$ cat src/rtl/eth_frame_parser.sv
// eth_frame_parser: splits a replayed packet byte stream into Ethernet II header fields
// (one-cycle strobe) and a header-stripped payload byte stream with per-packet end strobes.
// Optional 802.1Q single-tag parsing (vlan_present/vlan_id ports) is enabled by defining
// the macro ETH_VLAN_EN; the default build reports 0x8100 as a plain ethertype.
module eth_frame_parser #(
   parameter int unsigned MAX_FRAME = 1518,
   parameter int unsigned OFS_W     = 11
) (
   input  logic             CLOCK,
   input  logic             RESET,
   input  logic             in_valid,
   input  logic [7:0]       in_data,
   input  logic [7:0]       in_pktcount,
   input  logic             in_available,
   output logic             hdr_valid,
   output logic [47:0]      eth_dst,
   output logic [47:0]      eth_src,
   output logic [15:0]      ethertype,
`ifdef ETH_VLAN_EN
   output logic             vlan_present,
   output logic [11:0]      vlan_id,
`endif
   output logic             pl_valid,
   output logic [7:0]       pl_data,
   output logic [OFS_W-1:0] pl_offset,
   output logic             eop,
   output logic             runt,
   output logic             oversize
);

   localparam logic [OFS_W-1:0] MaxOfs = OFS_W'(MAX_FRAME);

   typedef enum logic [2:0] {
      StIdle,
      StDst,
      StSrc,
      StType,
      StPayload
`ifdef ETH_VLAN_EN
      , StVlan
`endif
   } state_t;

   state_t           r_state;
   logic [7:0]       r_last_pc;
   logic             r_avail_q;
   logic [OFS_W-1:0] r_cnt;      // bytes accepted for the open packet, saturating
   logic [OFS_W-1:0] r_pl_cnt;   // next payload offset, saturating
   logic [103:0]     r_hdr;      // header bytes 0..12, first byte in the top lane
`ifdef ETH_VLAN_EN
   logic [11:0]      r_vid;
   logic [7:0]       r_inner_hi;
`endif

   logic             w_sop;
   logic             w_fall;
   logic             w_take;
   logic             w_hdr_shift;
   logic [OFS_W-1:0] w_cnt_inc;
   logic [OFS_W-1:0] w_pl_inc;
   logic [111:0]     w_hdr_sh;
   state_t           w_nxt_state;
   logic             w_hdr_done;
   logic [47:0]      w_dst;
   logic [47:0]      w_src;
   logic [15:0]      w_type;
`ifdef ETH_VLAN_EN
   logic             w_vp;
   logic [11:0]      w_vid;
`endif

   // Input qualification: packet start, end-of-packet edge and bytes belonging to the open packet.
   always_comb begin
      w_sop       = in_valid && (in_pktcount != r_last_pc);
      w_fall      = r_avail_q && !in_available;
      // Bytes seen in IDLE without a pktcount change are a mid-packet join and are dropped.
      w_take      = in_valid && !w_sop && (r_state != StIdle);
      w_cnt_inc   = (r_cnt == '1) ? r_cnt : r_cnt + OFS_W'(1);
      w_pl_inc    = (r_pl_cnt == '1) ? r_pl_cnt : r_pl_cnt + OFS_W'(1);
      w_hdr_sh    = {r_hdr, in_data};
      // Byte 13 is never shifted in, so r_hdr still holds dst/src if a VLAN tag follows.
      w_hdr_shift = (r_state == StDst) || (r_state == StSrc) ||
                    ((r_state == StType) && (r_cnt == OFS_W'(12)));
   end

   // Header walk: next state for the byte taken this cycle and the fields it completes.
   always_comb begin
      w_nxt_state = r_state;
      w_hdr_done  = 1'b0;
      w_dst       = w_hdr_sh[111:64];
      w_src       = w_hdr_sh[63:16];
      w_type      = w_hdr_sh[15:0];
`ifdef ETH_VLAN_EN
      w_vp        = 1'b0;
      w_vid       = 12'h000;
`endif
      if (w_take) begin
         unique case (r_state)
            StDst: begin
               if (r_cnt == OFS_W'(5)) w_nxt_state = StSrc;
            end
            StSrc: begin
               if (r_cnt == OFS_W'(11)) w_nxt_state = StType;
            end
            StType: begin
               if (r_cnt == OFS_W'(13)) begin
`ifdef ETH_VLAN_EN
                  if (w_hdr_sh[15:0] == 16'h8100) begin
                     w_nxt_state = StVlan;
                  end else begin
                     w_nxt_state = StPayload;
                     w_hdr_done  = 1'b1;
                  end
`else
                  w_nxt_state = StPayload;
                  w_hdr_done  = 1'b1;
`endif
               end
            end
`ifdef ETH_VLAN_EN
            StVlan: begin
               if (r_cnt == OFS_W'(17)) begin
                  w_nxt_state = StPayload;
                  w_hdr_done  = 1'b1;
                  w_dst       = r_hdr[103:56];
                  w_src       = r_hdr[55:8];
                  w_type      = {r_inner_hi, in_data};
                  w_vp        = 1'b1;
                  w_vid       = r_vid;
               end
            end
`endif
            default: ;
         endcase
      end
   end

   // Packet FSM with registered header, payload and end-of-packet outputs.
   always_ff @(posedge CLOCK) begin
      if (RESET) begin
         r_state    <= StIdle;
         r_last_pc  <= 8'h00;
         r_avail_q  <= 1'b0;
         r_cnt      <= '0;
         r_pl_cnt   <= '0;
         r_hdr      <= '0;
         hdr_valid  <= 1'b0;
         eth_dst    <= '0;
         eth_src    <= '0;
         ethertype  <= '0;
         pl_valid   <= 1'b0;
         pl_data    <= '0;
         pl_offset  <= '0;
         eop        <= 1'b0;
         runt       <= 1'b0;
         oversize   <= 1'b0;
`ifdef ETH_VLAN_EN
         r_vid        <= '0;
         r_inner_hi   <= '0;
         vlan_present <= 1'b0;
         vlan_id      <= '0;
`endif
      end else begin
         r_avail_q <= in_available;
         hdr_valid <= 1'b0;
         pl_valid  <= 1'b0;
         eop       <= 1'b0;
         runt      <= 1'b0;
         if (w_sop) begin
            // Close any open packet; a falling edge in this same cycle is taken as its end.
            if (r_state != StIdle) begin
               eop  <= 1'b1;
               runt <= (r_state != StPayload);
            end
            r_last_pc <= in_pktcount;
            r_cnt     <= OFS_W'(1);
            r_hdr     <= w_hdr_sh[103:0];
            oversize  <= 1'b0;
            r_state   <= StDst;
         end else begin
            if (w_take) begin
               r_cnt <= w_cnt_inc;
               if (w_cnt_inc > MaxOfs) oversize <= 1'b1;
               if (w_hdr_shift) r_hdr <= w_hdr_sh[103:0];
`ifdef ETH_VLAN_EN
               if (r_state == StVlan) begin
                  if (r_cnt == OFS_W'(14)) r_vid[11:8] <= in_data[3:0];
                  if (r_cnt == OFS_W'(15)) r_vid[7:0]  <= in_data;
                  if (r_cnt == OFS_W'(16)) r_inner_hi  <= in_data;
               end
`endif
               if (r_state == StPayload) begin
                  pl_valid  <= 1'b1;
                  pl_data   <= in_data;
                  pl_offset <= r_pl_cnt;
                  r_pl_cnt  <= w_pl_inc;
               end
            end
            if (w_hdr_done) begin
               hdr_valid <= 1'b1;
               eth_dst   <= w_dst;
               eth_src   <= w_src;
               ethertype <= w_type;
               r_pl_cnt  <= '0;
`ifdef ETH_VLAN_EN
               vlan_present <= w_vp;
               vlan_id      <= w_vid;
`endif
            end
            // End of packet is judged on the state after this cycle's byte.
            if (w_fall && (w_nxt_state != StIdle)) begin
               eop     <= 1'b1;
               runt    <= (w_nxt_state != StPayload);
               r_state <= StIdle;
            end else begin
               r_state <= w_nxt_state;
            end
         end
      end
   end

endmodule

$ cat config.mk
export PLATFORM = sky130hd
export DESIGN_NAME = eth_frame_parser
export DESIGN_NICKNAME = d
export VERILOG_FILES = /design/src/rtl/eth_frame_parser.sv
export SDC_FILE = /design/constraint.sdc
export NUM_CORES = 1
export LEC_CHECK = 0
export BUFFER_PORTS_ARGS = -buffer_cell sky130_fd_sc_hd__clkbuf_2
export CAP_MARGIN = 40
export CELL_PAD_IN_SITES_DETAIL_PLACEMENT = 1
export CELL_PAD_IN_SITES_GLOBAL_PLACEMENT = 1
export CORE_AREA = 2 2 235 121
export DETAILED_ROUTE_END_ITERATION = 10
export DIE_AREA = 0 0 237 123
export PLACE_DENSITY_LB_ADDON = 0.1
export SYNTH_ARGS = -nofsm -noshare
export SYNTH_HDL_FRONTEND = slang
export SYNTH_SLANG_ARGS = --single-unit
$ cat constraint.sdc
create_clock -name CLOCK -period 1.9 [get_ports CLOCK]
set_clock_uncertainty 0.15 [all_clocks]
set_input_delay 0 -clock CLOCK [delete_from_list [all_inputs] [get_ports CLOCK]]
set_output_delay 0 -clock CLOCK [all_outputs]
set_load 0.02 [all_outputs]
==> results.yml, run 1 <==
final_layout:
  syn_to_final_growth_pct: 35.7
  drive_gt1_share_pct: 26.2
  fin_nets: 1432
  fin_util_pct: 50.9
  num_antenna_cells: 0
  nFillCells: 3115
floorplanning:
  rows: 43
  ios: 156
  die_w_um: 237
  die_y_um: 123
  die_area_mm2: 0.0292
  fp.coreArea_mm2: 0.0272
  initial_utilization_pct: 37.5
logic_synthesis:
  syn_avg_cell_area_um2: 8.85
  synth_cells: 1152
  synth-edff-count: 0
  yosysSeqAreaShare_pct: 53.8
  synth_area_mm2: 0.0102
  synthArstFlopShare_pct: 0
  ys_types: 49
  yosysWarnings: 0
  synthFlopType: "dfxtp_1"
  synthesis.nets: 1176
  ys_ff_latch: 274
sta:
  tightest_slew_ns: 0.530
  max_freq_mhz: 433
  slew_violations: 0
  finalCritPeriodShare_pct: 122
  tns_ns: -80.31
  finalSetupViolations: 264
  post-route-min-period_ns: 2.31
  rsz0062_at_grt: "yes"
  hold_violations: 0
  timing.final.ws_setup_ns: -0.411
  relSlewSlack_pct: 64.6
global_routing:
  grt_max_degree: 113
  grt_pass1_vias: 8717
  grt_first_pass_wirelength_mm: 49.1
  antenna_found_initial: 0
  grt_use_total_pct: 21.3
  grt_overflow: 0
clock_tree:
  clock_latency_ns: 0.56
  cts_tree: "yes"
  clkTransAtPathRegs_ns: 0.07
  htreeDepth: 1
  clock_path_buffers: 3
  ctsRootBufferMaster: "clkbuf_16"
  cts_sinks: 274
  cts_inserted_buffers: 26
drt:
  wl_mm: 33.1
  ant_nets: 0
  dr.pass1.iters: 4
  drtIter0Drc: 508
  post_drt_wl_per_cell_um: 18.5
  drt-vias-per-instance: 5.01
  dr_total_vias: 8944
  drc: 0
pwr:
  power_density_mw_per_mm2: 850
  power_leakage_nw: 5.70
  p_total_w: 0.0117
  pwr-share-comb_pct: 5.2
  p_int_w: 0.00910
  clkPwrFrac_pct: 45.3
  vdd_drop_max_v: 0.000637
  power_switching_w: 0.00265
  p_seq_share_pct: 49.5
  p_sw_share_pct: 22.5
setup_path:
  cp_max_fo: 3
  rr_worst_depth: 7
  slowest_stage: "or3_4"
  worst_ep_required_time_ns: 2.17
  reg2reg_to: "runt"
  crit_type: "reg2reg"
  critical_path.cell_chain: "xor2_2, or3_4, nor4_4, buf_4, nand4_1, mux2i_2, o211ai_1"
  r2r-start: "r_last_pc[3]"
  cp-start-kind: "flop"
  end_kind: "flop"
  worst_path_dominant_cell_family: "simple AND/OR/NAND/NOR gates"
  max_stage_delay_ns: 0.40
  critPathBufInv: 1
  rrSetupSlack_ns: -0.41
  crit_arrival_ns: 2.58
placed_design:
  dp_hpwl_mm: 21.1
  io_buffers: 155
  dp_slack_ns: -0.378
  gp_congestion: 0.856
min_path:
  holdCritStartpoint: "in_available"
  hold_depth: 3
  holdPathEnd: "r_avail_q"
  hold_path_class: "in2reg"
status:
  run_status: "complete, but fails checks"
  violations: "setup timing"
run:
  max_cap_violations: 0
-- cells in the final DEF (no fill, tap or decap), types with 5 or more instances in the layout --
| master | netlist | final |
|---|---|---|
| buf_4 | 7 | 84 |
| nand4_1 | 16 | 16 |
| nor2_1 | 142 | 140 |
| nor4_4 | 2 | 5 |
| mux2i_1 | 115 | 111 |
| xor2_1 | 11 | 8 |
| clkbuf_16 | 0 | 32 |
| nand3_1 | 12 | 8 |
| dlygate4sd3_1 | 0 | 25 |
| clkbuf_1 | 51 | 6 |
| nand2_1 | 282 | 280 |
| buf_6 | 1 | 9 |
| and3_1 | 6 | 6 |
| nor2b_1 | 6 | 5 |
| clkbuf_2 | 0 | 154 |
| a21oi_1 | 143 | 140 |
| dfxtp_1 | 274 | 265 |
| dfxtp_2 | 0 | 9 |
| buf_12 | 0 | 14 |
| and2_1 | 5 | 5 |
| clkinv_2 | 0 | 5 |
-- synth_stat cells (2+ instances only) --
library cell | instances | share of area, %
nand2_1 | 282 | 10
dfxtp_1 | 274 | 54
a21oi_1 | 143 | 7.0
nor2_1 | 142 | 5.2
mux2i_1 | 115 | 11
clkbuf_1 | 51 | 1.9
nand4_1 | 16 | 0.98
buf_2 | 14 | 0.69
nand3_1 | 12 | 0.59
xor2_1 | 11 | 0.95
buf_4 | 7 | 0.52
xnor2_1 | 7 | 0.60
and3_1 | 6 | 0.37
nor2b_1 | 6 | 0.37
and2_1 | 5 | 0.31
and4_1 | 4 | 0.34
ha_1 | 4 | 0.49
nand2b_1 | 4 | 0.25
o21ai_0 | 4 | 0.20
a31oi_1 | 3 | 0.18
a41oi_1 | 3 | 0.26
inv_1 | 3 | 0.11
nor3_1 | 3 | 0.15
or2_2 | 3 | 0.18
or3_1 | 3 | 0.18
a211oi_1 | 2 | 0.15
nor4_1 | 2 | 0.12
nor4_4 | 2 | 0.42
-- worst register-to-register path: stages, from the launching register on --
cell      delay (ns)
dfxtp_2         0.33
xor2_2          0.15
or3_4           0.40
nor4_4          0.38
buf_4           0.20
nand4_1         0.15
mux2i_2         0.29
o211ai_1        0.14
-- state kept, by name, indices dropped and copies added (netlist names) --
name       count
eth_dst       48
r_hdr        104
eth_src       48
r_last_pc      8
r_cnt         11
r_state        3
r_pl_cnt      11
ethertype     16
oversize       1
runt           1
pl_data        8
r_avail_q      1
pl_valid       1
eop            1
hdr_valid      1
pl_offset     11
-- stage by stage --
step / hold slack, ns / instances / instance area, µm²
2_1_floorplan: -0.0218 / 1152 / 10300
5_1_grt: 0.111 / 1785 / 13800
3_5_place_dp: 0.0864 / 1686 / 12000
6_report: 0.0842 / 1785 / 13800
4_1_cts: 0.0165 / 1769 / 13400
3_3_place_gp: 0.0856 / 1686 / 12000
-- logic make-up (layout without fill, tap and decap cells) --
group / Yosys count / after routing / synth area share [%]
xor gates and xnor gates: 18 / 18 / 1.55
DFF: 274 / 274 / 53.8
buffers and inverters: 77 / 350 / 3.36
AOI/OAI and AO/OA: 166 / 166 / 8.80
adders and majority gates: 4 / 4 / 0.491
muxes: 116 / 116 / 11.4
and+or+nand+nor: 497 / 497 / 20.6
-- cell type report --
class / instances / area, µm² / area share [%]
clock inverter: 10 / 140 / 1.01
inverter: 4 / 17.5 / 0.127
sequential: 274 / 5500 / 39.8
clock buffer: 35 / 714 / 5.17
tap: 360 / 450 / 3.26
timing repair buffer: 301 / 2400 / 17.4
multi-input combinational: 801 / 4600 / 33.3
-- power groups by stage --
stage                     Clock, W  Sequential (W)  Combinational [W]
after global placement           0         0.00594           0.000453
after CTS                  0.00545         0.00582           0.000528
after floorplan                  0         0.00593           0.000306
final                      0.00532         0.00582           0.000610
after global routing       0.00571         0.00582           0.000649
after detailed placement         0         0.00594           0.000456
-- layer usage --
layer,GRT usage [%],wire [µm]
met1,32.8,17800
met2,31.1,13700
met3,3.73,1160
met4,4.11,467
met5,0,0
-- how the worst max path moves through the flow --
stage	from	endpoint	cells past startpoint
2_1_floorplan	r_last_pc[1]	eth_dst[0]	8
3_3_place_gp	r_last_pc[6]	eth_dst[11]	8
3_5_place_dp	r_last_pc[6]	eth_dst[20]	8
4_1_cts	r_last_pc[3]	eth_src[39]	8
5_1_grt	r_cnt[9]	r_hdr[96]	9
6_report	r_last_pc[3]	runt	7
-- what timing repair did --
item                                    CTS  global route
buffers inserted                          9             8
pin swaps                                18            18
endpoints found under the setup margin  264           265
gates resized for setup                  31            35
endpoints found under the hold margin    86             0
cloned                                    3             8
hold buffers                             26             0
No activity file was read; power rests on OpenSTA's default activity.
==> inputs of run 2 (changes only) <==
--- a/config.mk
+++ b/config.mk
@@ -16,3 +16,4 @@
 export SYNTH_ARGS = -nofsm -noshare
 export SYNTH_HDL_FRONTEND = slang
 export SYNTH_SLANG_ARGS = --single-unit
+export TNS_END_PERCENT = 30
==> run 2 against run 1 <==
The flow still finishes with violations (setup timing). Register-to-register slack improved by 0.03 ns. Cell area rose by 7.3%. Core utilization rose by 3.7 points. Sequential power barely moved. First-iteration DRC count fell by 5.7%. Total power rose by 4.9%. Die area did not move. Combinational power rose by 4.6%. Critical endpoint is now r_hdr[22]. Fmax rose by 1.4%. Non-clock buffer count rose by 30. Cell count rose by 1.8%. Clock power rose by 10%.
==> results.yml, run 2 (synthesis results as in run 1) <==
setup_path:
  rr_worst_depth: 9
  rrSetupSlack_ns: -0.38
  max_stage_delay_ns: 0.42
  critical_path.cell_chain: "xor2_1, or3_4, nor4_4, buf_4, a21oi_4, buf_12, buf_12, mux2i_1, nor2_1"
  r2r-start: "r_last_pc[3]"
  crit_arrival_ns: 2.55
  crit_start: "r_last_pc[3]"
  slowest_stage: "or3_4"
  cp-start-kind: "flop"
  cp.depth: 9
  end_kind: "flop"
  worst_ep_required_time_ns: 2.17
  worst_path_dominant_cell_family: "simple AND/OR/NAND/NOR gates"
  cp_max_fo: 12
  critPathBufInv: 3
  crit_type: "reg2reg"
  reg2reg_to: "r_hdr[22]"
  cpMostUsedCell: "buf_12"
  critPathCapture: "r_hdr[22]"
sta:
  max_freq_mhz: 439
  tightest_slew_ns: 0.507
  hold_violations: 0
  timing.final.ws_setup_ns: -0.380
  fin_hold_ws_ns: 0.146
  post-route-min-period_ns: 2.28
  finalCritPeriodShare_pct: 120
  rsz0062_at_grt: "yes"
  finalSetupViolations: 263
  relSlewSlack_pct: 66.2
  slew_violations: 0
pwr:
  p_int_w: 0.00957
  vdd_drop_max_v: 0.000730
  power_leakage_nw: 6.19
  p_sw_share_pct: 22.4
  power_density_mw_per_mm2: 832
  clkPwrFrac_pct: 47.6
  power_switching_w: 0.00276
  p_seq_share_pct: 47.2
  pwr-share-comb_pct: 5.2
placed_design:
  io_buffers: 155
  dp_hpwl_mm: 21.7
  gp_congestion: 0.813
  placedInstanceArea_mm2: 0.0121
  dp_slack_ns: -0.318
  place_inst: 1691
drt:
  drc: 0
  ant_nets: 0
  wl_mm: 36.2
  dr_total_vias: 9289
  post_drt_wl_per_cell_um: 19.9
  drt-vias-per-instance: 5.11
  drtIter0Drc: 479
  dr.pass1.iters: 4
final_layout:
  stdcell_count: 1817
  drive_gt1_share_pct: 34.2
  mostFrequentLayoutCells: "265 x dfxtp_1, 230 x nand2_1, 154 x clkbuf_2, 138 x nor2_1, 112 x mux2i_1"
  final_area_mm2: 0.0148
  largest_reg_flops: 104
  num_antenna_cells: 0
  top_regs: "r_hdr x104, eth_dst x48, eth_src x48"
  largest_register: "r_hdr"
  syn_to_final_growth_pct: 45.5
  layout_commonest_cell: "dfxtp_1"
  fin_nets: 1463
run:
  max_cap_violations: 0
floorplanning:
  fp.coreArea_mm2: 0.0272
  die_w_um: 237
  ios: 156
  die_area_mm2: 0.0292
  die_y_um: 123
  initial_utilization_pct: 37.5
  rows: 43
clock_tree:
  cts_inserted_buffers: 26
  clock_path_buffers: 3
  clkTransAtPathRegs_ns: 0.07
  htreeDepth: 1
  cts_sinks: 274
  clock_latency_ns: 0.55
  ctsRootBufferMaster: "clkbuf_16"
  cts_tree: "yes"
global_routing:
  antenna_found_initial: 0
  met1_usage_pct: 34.7
  busiest_layer: "met1"
  gr-usage-met2_pct: 34.2
  grt_max_degree: 95
  grt_use_total_pct: 22.8
  grt_first_pass_wirelength_mm: 52.0
  grt_pass1_vias: 8991
  use_met3_pct: 4.13
  grt_overflow: 0
status:
  violations: "setup timing"
  run_status: "complete, but fails checks"
min_path:
  hold_path_class: "in2reg"
==> run 2: cell type report <==
class                      count  area [µm²]
fill                        3045       12300
sequential                   274        5500
multi-input combinational    802        4970
timing repair buffer         331        2930
clock buffer                  35         766
tap                          360         450
clock inverter                11         186
inverter                       4        17.5
==> run 2: power groups by stage <==
stage | Combinational (W) | Sequential, W | Clock [W]
floorplan | 0.000290 | 0.00593 | 0
global placement | 0.000493 | 0.00594 | 0
detailed placement | 0.000499 | 0.00594 | 0
CTS | 0.000588 | 0.00582 | 0.00594
global route | 0.000670 | 0.00582 | 0.00624
finish | 0.000638 | 0.00582 | 0.00587
==> run 2: worst reg2reg max path, stage by stage (launching register included) <==
cell and delay (ns):
dfxtp_2 0.33, xor2_1 0.18, or3_4 0.42, nor4_4 0.19
buf_4 0.20, a21oi_4 0.08, buf_12 0.18, buf_12 0.16
mux2i_1 0.21, nor2_1 0.06
==> run 2: worst min-delay path by stage <==
stage,start,end,cells past startpoint,slack [ns]
2_1_floorplan,in_available,r_avail_q,1,-0.02
3_3_place_gp,in_available,r_avail_q,2,0.09
3_5_place_dp,in_available,r_avail_q,2,0.09
4_1_cts,in_pktcount[3],pl_valid,6,0.11
5_1_grt,in_data[7],pl_data[7],4,0.14
6_report,in_data[7],pl_data[7],4,0.15
==> run 2: timing repair <==
item | 4_1_cts | 5_1_grt
hold endpoints to repair | 84 | 0
setup endpoints to repair | 263 | 263
pin swaps | 52 | 59
hold buffers | 26 | 0
setup buffers | 14 | 18
gates cloned | 11 | 11
resized for setup | 91 | 105
==> run 2: stage by stage <==
step / TNS (ns) / total power, W / util, %
2_1_floorplan: -17.22 / 0.00622 / -
3_3_place_gp: -50.69 / 0.00644 / 44.4
3_5_place_dp: -56.12 / 0.00644 / 44.4
4_1_cts: -50.26 / 0.0123 / 51.7
5_1_grt: -86.15 / 0.0127 / 54.6
6_report: -70.53 / 0.0123 / 54.6
==> run 2: metal layers <==
layer,wire (µm),up-vias
met4,458,0
li1,-,4431
met5,0,-
met2,15400,205
met3,1720,38
met1,18600,4615
